**config.mk**
```make
export PLATFORM = sky130hd
export DESIGN_NAME = ahb_lite_master
export DESIGN_NICKNAME = d
export VERILOG_FILES = /design/src/rtl/ahb_lite_pkg.sv /design/src/rtl/ahb_addr_gen.sv /design/src/rtl/ahb_lite_master.sv
export SDC_FILE = /design/constraint.sdc
export NUM_CORES = 1
export LEC_CHECK = 0
export CORE_MARGIN = 2
export CORE_UTILIZATION = 50
export CTS_BUF_LIST = sky130_fd_sc_hd__clkbuf_2
export CTS_CLUSTER_DIAMETER = 60
export DETAILED_ROUTE_END_ITERATION = 10
export MAX_ROUTING_LAYER = met4
export PLACE_DENSITY = 0.93
export REMOVE_ABC_BUFFERS = 1
export SYNTH_ARGS = -nofsm -noshare
export SYNTH_HDL_FRONTEND = slang
export SYNTH_HIERARCHICAL = 1
export SYNTH_SLANG_ARGS = --single-unit
```
**constraint.sdc**
```tcl
create_clock -name HCLK -period 4.9 [get_ports HCLK]
set_input_delay 1.225 -clock HCLK [delete_from_list [all_inputs] [get_ports HCLK]]
set_output_delay 1.225 -clock HCLK [all_outputs]
set_load 0.01 [all_outputs]
```
**src/rtl/ahb_lite_pkg.sv**
```systemverilog
// Shared AHB-Lite encodings, master FSM state type and a size helper.
package ahb_lite_pkg;

  localparam logic [1:0] HTRANS_IDLE   = 2'b00;
  localparam logic [1:0] HTRANS_BUSY   = 2'b01;
  localparam logic [1:0] HTRANS_NONSEQ = 2'b10;
  localparam logic [1:0] HTRANS_SEQ    = 2'b11;

  localparam logic [2:0] HBURST_SINGLE = 3'b000;
  localparam logic [2:0] HBURST_INCR4  = 3'b011;

  localparam logic [2:0] HSIZE_BYTE = 3'b000;
  localparam logic [2:0] HSIZE_HALF = 3'b001;
  localparam logic [2:0] HSIZE_WORD = 3'b010;

  typedef enum logic [2:0] {
    StIdle,
    StAddr,
    StBurst,
    StLast,
    StErr2
  } state_t;

  // Bytes moved per beat for an HSIZE encoding.
  function automatic logic [31:0] size_bytes(input logic [2:0] size);
    return 32'd1 << size;
  endfunction

endpackage

```
**src/rtl/ahb_addr_gen.sv**
```systemverilog
// Beat counter and address incrementer; its address register drives HADDR directly.
module ahb_addr_gen
  import ahb_lite_pkg::*;
(
  input  logic        clk,
  input  logic        rst_n,
  input  logic        load,
  input  logic        step,
  input  logic [31:0] load_addr,
  input  logic [2:0]  size,
  output logic [31:0] addr,
  output logic [1:0]  beat
);

  logic [31:0] addr_q;
  logic [1:0]  beat_q;

  // Load on command accept, advance one beat per completed address phase.
  always_ff @(posedge clk) begin
    if (!rst_n) begin
      addr_q <= 32'd0;
      beat_q <= 2'd0;
    end else if (load) begin
      addr_q <= load_addr;
      beat_q <= 2'd0;
    end else if (step) begin
      addr_q <= addr_q + size_bytes(size);
      beat_q <= beat_q + 2'd1;
    end
  end

  assign addr = addr_q;
  assign beat = beat_q;

endmodule

```
**src/rtl/ahb_lite_master.sv**
```systemverilog
// AHB-Lite master: turns one command into a SINGLE or INCR4 transfer with registered bus outputs.
// Define AHB_LITE_MASTER_INCR4_EN to enable INCR4 bursts; otherwise every command is SINGLE.
module ahb_lite_master
  import ahb_lite_pkg::*;
#(
  parameter logic [3:0] HPROT_VAL = 4'b0011,
  parameter logic [1:0] HSEL_VAL  = 2'b01
) (
  input  logic         HCLK,
  input  logic         HRESET,
  input  logic         cmd_valid,
  output logic         cmd_ready,
  input  logic         cmd_write,
  input  logic [31:0]  cmd_addr,
  input  logic [2:0]   cmd_size,
  input  logic         cmd_incr4,
  input  logic [127:0] cmd_wdata,
  output logic         rd_valid,
  output logic [31:0]  rd_data,
  output logic         rd_err,
  output logic         cmd_done,
  output logic         cmd_err,
  output logic [31:0]  HADDR,
  output logic [31:0]  HWDATA,
  output logic [1:0]   HTRANS,
  output logic [2:0]   HBURST,
  output logic [2:0]   HSIZE,
  output logic [3:0]   HPROT,
  output logic [1:0]   HSEL,
  output logic         HWRITE,
  input  logic [31:0]  HRDATA,
  input  logic         HREADY,
  input  logic         HRESP
);

  state_t         state_q, state_d;
  logic [1:0]     htrans_q, htrans_d, hsel_q, hsel_d, last_beat_q, last_beat_d;
  logic [2:0]     hburst_q, hburst_d, hsize_q, hsize_d;
  logic           hwrite_q, hwrite_d;
  logic [31:0]    hwdata_q, hwdata_d, rd_data_q, rd_data_d;
  logic [127:0]   wdata_q, wdata_d;
  logic           rd_valid_q, rd_valid_d, rd_err_q, rd_err_d, done_q, done_d, err_q, err_d;
  logic           load, step;
  logic [1:0]     beat;
  logic [31:0]    cmd_bytes;
  logic           incr4_sel, cross_1k, cmd_bad;

  assign cmd_bytes = size_bytes(cmd_size);

`ifdef AHB_LITE_MASTER_INCR4_EN
  assign incr4_sel = cmd_incr4;
  // An INCR4 must stay inside one 1 KB region.
  assign cross_1k  = cmd_incr4 &&
                     (({22'd0, cmd_addr[9:0]} + {cmd_bytes[29:0], 2'b00}) > 32'd1024);
`else
  assign incr4_sel = cmd_incr4 & 1'b0;
  assign cross_1k  = 1'b0;
`endif

  assign cmd_bad = (cmd_size > HSIZE_WORD) || ((cmd_addr & (cmd_bytes - 32'd1)) != 32'd0) ||
                   cross_1k;

  ahb_addr_gen u_addr_gen (
    .clk       (HCLK),
    .rst_n     (HRESET),
    .load      (load),
    .step      (step),
    .load_addr (cmd_addr),
    .size      (hsize_q),
    .addr      (HADDR),
    .beat      (beat)
  );

  // Next-state and registered-output decode; everything holds while HREADY is low.
  always_comb begin
    state_d     = state_q;
    htrans_d    = htrans_q;
    hsel_d      = hsel_q;
    hburst_d    = hburst_q;
    hsize_d     = hsize_q;
    hwrite_d    = hwrite_q;
    hwdata_d    = hwdata_q;
    wdata_d     = wdata_q;
    last_beat_d = last_beat_q;
    rd_data_d   = rd_data_q;
    rd_valid_d  = 1'b0;
    rd_err_d    = 1'b0;
    done_d      = 1'b0;
    err_d       = 1'b0;
    load        = 1'b0;
    step        = 1'b0;
    unique case (state_q)
      StIdle: begin
        if (cmd_valid) begin
          if (cmd_bad) begin
            done_d = 1'b1;
            err_d  = 1'b1;
          end else begin
            load        = 1'b1;
            state_d     = StAddr;
            htrans_d    = HTRANS_NONSEQ;
            hsel_d      = HSEL_VAL;
            hburst_d    = incr4_sel ? HBURST_INCR4 : HBURST_SINGLE;
            hsize_d     = cmd_size;
            hwrite_d    = cmd_write;
            wdata_d     = cmd_wdata;
            last_beat_d = incr4_sel ? 2'd3 : 2'd0;
          end
        end
      end
      StAddr, StBurst: begin
        // In StBurst a data phase of the previous beat overlaps the current address phase.
        if (state_q == StBurst && HRESP && !HREADY) begin
          htrans_d = HTRANS_IDLE;
          state_d  = StErr2;
        end else if (HREADY) begin
          if (state_q == StBurst && !hwrite_q) begin
            rd_valid_d = 1'b1;
            rd_data_d  = HRDATA;
            rd_err_d   = HRESP;
          end
          if (state_q == StBurst && HRESP) begin
            done_d   = 1'b1;
            err_d    = 1'b1;
            htrans_d = HTRANS_IDLE;
            hsel_d   = 2'b00;
            state_d  = StIdle;
          end else begin
            hwdata_d = wdata_q[{beat, 5'd0} +: 32];
            if (beat == last_beat_q) begin
              htrans_d = HTRANS_IDLE;
              state_d  = StLast;
            end else begin
              step     = 1'b1;
              htrans_d = HTRANS_SEQ;
              state_d  = StBurst;
            end
          end
        end
      end
      StLast: begin
        if (HRESP && !HREADY) begin
          state_d = StErr2;
        end else if (HREADY) begin
          if (!hwrite_q) begin
            rd_valid_d = 1'b1;
            rd_data_d  = HRDATA;
            rd_err_d   = HRESP;
          end
          done_d  = 1'b1;
          err_d   = HRESP;
          hsel_d  = 2'b00;
          state_d = StIdle;
        end
      end
      StErr2: begin
        if (HREADY) begin
          if (!hwrite_q) begin
            rd_valid_d = 1'b1;
            rd_data_d  = HRDATA;
            rd_err_d   = 1'b1;
          end
          done_d   = 1'b1;
          err_d    = 1'b1;
          htrans_d = HTRANS_IDLE;
          hsel_d   = 2'b00;
          state_d  = StIdle;
        end
      end
      default: state_d = StIdle;
    endcase
  end

  // State and output registers with synchronous active-low reset.
  always_ff @(posedge HCLK) begin
    if (!HRESET) begin
      state_q     <= StIdle;
      htrans_q    <= HTRANS_IDLE;
      hsel_q      <= 2'b00;
      hburst_q    <= HBURST_SINGLE;
      hsize_q     <= 3'b000;
      hwrite_q    <= 1'b0;
      hwdata_q    <= 32'd0;
      wdata_q     <= 128'd0;
      last_beat_q <= 2'd0;
      rd_data_q   <= 32'd0;
      rd_valid_q  <= 1'b0;
      rd_err_q    <= 1'b0;
      done_q      <= 1'b0;
      err_q       <= 1'b0;
    end else begin
      state_q     <= state_d;
      htrans_q    <= htrans_d;
      hsel_q      <= hsel_d;
      hburst_q    <= hburst_d;
      hsize_q     <= hsize_d;
      hwrite_q    <= hwrite_d;
      hwdata_q    <= hwdata_d;
      wdata_q     <= wdata_d;
      last_beat_q <= last_beat_d;
      rd_data_q   <= rd_data_d;
      rd_valid_q  <= rd_valid_d;
      rd_err_q    <= rd_err_d;
      done_q      <= done_d;
      err_q       <= err_d;
    end
  end

  assign cmd_ready = (state_q == StIdle);
  assign HTRANS    = htrans_q;
  assign HSEL      = hsel_q;
  assign HBURST    = hburst_q;
  assign HSIZE     = hsize_q;
  assign HWRITE    = hwrite_q;
  assign HWDATA    = hwdata_q;
  assign HPROT     = HPROT_VAL;
  assign rd_valid  = rd_valid_q;
  assign rd_data   = rd_data_q;
  assign rd_err    = rd_err_q;
  assign cmd_done  = done_q;
  assign cmd_err   = err_q;

endmodule

```
==> flow_summary.yaml <==
outcome:
  status: "complete, no violations"
logic_synthesis:
  synth_cells: 1315
  synth_edf_count: 0
  ys_ff_latch: 240
  seq_area_frac_synth_pct: 43.4
  syn_area_um2: 11100
  dominantRegCellSynth: "dfxtp_1"
  avgSynthCellArea_um2: 8.43
  ys_types: 71
  ys_warn_count: 6
  synth-async-reset-ratio_pct: 0
timing:
  fin_skew_ps: 61.6
  setup_viol: 0
  max_freq_mhz: 263
  slew_viol_final: 0
  maxSlewHeadroom_pct: 42.7
  postLayoutSetupSlackWorst_ps: 1100
  tightest_slew_ps: 860
  finalCriticalPeriod_ps: 3800
  post-route-period-util_pct: 77.6
  holdWs_ps: 456
  hold_violations: 0
  rsz0062_at_grt: "no"
routing:
  wl_met2_mm: 15.0
  wl_per_cell_um: 15.8
  wl_met1_mm: 12.3
  vias_per_cell: 5.62
  route.met3.wl_mm: 2.44
  drt_pre_antenna_iters: 5
  drcViolationCount: 0
  top_layer: "met4"
  ant_nets: 0
  totalWireLength_mm: 30.3
  drtIter0Drc: 613
  vias: 10700
cts:
  ctsResizeCount: 0
  h-tree-depth: 2
  holdBufCountCts: 0
  clk_latency_ps: 820
  clock_path_buffers: 3
  cts_tree: "yes"
  cts_buffers: 59
  postCtsSetupBuffers: 0
  clk_pin_slew_ps: 110
  cts_sinks: 240
  cts_root_buf: "clkbuf_2"
power:
  switching_share_pct: 26.7
  p_comb_share_pct: 10.2
  power.total_w: 0.00364
  power_leakage_nw: 5.09
  p_per_area_nw_per_um2: 248
  intPower_w: 0.00267
  p_sw_w: 0.000970
  pwr-share-seq_pct: 55.2
  clkPwrFrac_pct: 34.6
  peakVddDrop_mv: 0.207
global_routing:
  grt_pass1_wl_mm: 49.2
  grt_pass1_vias: 10200
  antenna_found_initial: 1
  grtUsageTotal_pct: 25.7
  grt_max_degree: 178
  overflow: 0
final_layout:
  drive_gt1_share_pct: 9.93
  fillers: 1702
  final_common_cell: "clkdlybuf4s50_1"
  area_delta_synth_final_pct: 32.3
  multiInputGateArea_um2: 5700
  fin_util_pct: 67.4
  final_cell_mix: "307 x clkdlybuf4s50_1, 290 x nand2_1, 238 x dfxtp_1"
  final_nets: 1802
  regArea_um2: 4810
setup_path:
  startpoint: "HRESP"
  crit_type: "in -> reg"
  rr_worst_depth: 9
  cp_data_required_time_ps: 5580
  cp-end-kind: "register"
  cp-start-kind: "input pin"
  r2r_start: "state_q[1]"
  r2r_slack_ps: 1520
  r2r-end: "u_addr_gen/addr[26]"
  crit_arrival_ps: 4480
  endpoint: "u_addr_gen/addr[26]"
  cp_max_fo: 8
floorplanning:
  boundaryPins: 318
  die-area_um2: 23400
  coreArea_um2: 21800
  initial_core_util_pct: 50.9
  dieWidth_um: 153
  rows: 54
  die_h_um: 153
job:
  maxCapViolations: 0
place:
  gp_congestion: 0.901
  dp_hpwl_mm: 20.1
  preCtsSetupSlack_ps: 303
  io_buffers: 308
min_path:
  min_path_type: "reg -> reg"
==> synthesized netlist by cell type (6+ instances only) <==
cell        n  area, um2
nand2b_1    7       43.8
buf_2      14       70.1
inv_1      13       48.8
dfxtp_1   240       4800
a211oi_1    9       67.6
nor2_1     23       86.3
nor3_1      7       35.0
buf_4       9       67.6
nand2_1   290       1090
xnor2_1     9       78.8
ha_1       10        125
nor2b_1     6       37.5
a31oi_1     9       56.3
a21oi_1    26        130
a21o_1      6       45.0
a21boi_0   65        488
mux4_2     32        721
clkbuf_1   82        308
o21a_1      6       45.0
o21ai_1    14       70.1
buf_6       8       90.1
and3_1     11       68.8
nor3b_1     7       52.6
o21ai_0   153        766
nand3_1   152        761
nand4_1    10       62.6
==> worst min path at each step <==
stage / from / end / slack (ps) / cells past startpoint
after floorplan: wdata_q[32] / wdata_q[32] / 430 / 2
after global placement: wdata_q[29] / wdata_q[29] / 430 / 2
after detailed placement: wdata_q[30] / wdata_q[30] / 440 / 2
after CTS: wdata_q[34] / wdata_q[34] / 460 / 2
after global routing: wdata_q[19] / wdata_q[19] / 480 / 2
final: wdata_q[34] / wdata_q[34] / 460 / 2
==> stage by stage <==
stage               area (um2)  instances  TNS, ps
finish                   14700       1913        0
global route             14700       1913        0
CTS                      14700       1912        0
detailed placement       14200       1808        0
global placement         14200       1808        0
floorplan                10600       1204  -749570
==> power groups by stage <==
| stage | logic [W] | clock network, W | registers, W |
|---|---|---|---|
| 2_1_floorplan | 0.0000882 | 0 | 0.00206 |
| 3_3_place_gp | 0.000363 | 0 | 0.00205 |
| 3_5_place_dp | 0.000369 | 0 | 0.00205 |
| 4_1_cts | 0.000371 | 0.00130 | 0.00201 |
| 5_1_grt | 0.000399 | 0.00141 | 0.00202 |
| 6_report | 0.000372 | 0.00126 | 0.00201 |
==> sequential cells by signal, indices dropped and copies added, names as in the netlist, 2 cells and up <==
name / cells
HSIZE: 3
HTRANS: 2
HWDATA: 32
rd_data: 32
state_q: 3
u_addr_gen/addr: 32
u_addr_gen/beat: 2
wdata_q: 128
==> logic make-up after synthesis <==
| group | Yosys count | share of synthesized area (%) |
|---|---|---|
| simple gates | 549 | 22.7 |
| compound gates | 335 | 19.3 |
| flops | 240 | 43.4 |
| buf+inv | 131 | 5.44 |
| mux | 37 | 6.97 |
| fa+ha+maj | 11 | 1.31 |
| xor+xnor | 10 | 0.791 |
| other cells | 2 | 0.0678 |
==> worst max-delay path, cell delays in order <==
cell and delay [ps]:
clkdlybuf4s50_1 480, or3b_2 470, a21oi_1 260, nand2_1 120, nor2_1 250, nand2_2 150, or4_4 630, a211oi_4 430
a31oi_1 140, o311a_1 300
==> layout make-up <==
cell class,count,area share (%)
inverter,14,0.358
multi-input combinational,950,38.9
tap,280,2.39
sequential,240,32.8
clock inverter,18,0.495
timing repair buffer,324,22.1
antenna,1,0.0171
clock buffer,86,2.94
==> layer usage <==
metal / up-vias / GRT usage, %
met5: - / -
met4: 0 / 7.94
met3: 50 / 7.06
met2: 461 / 43.2
met1: 5027 / 30.2
li1: 5211 / -
Power figures use the tool's default switching activity.
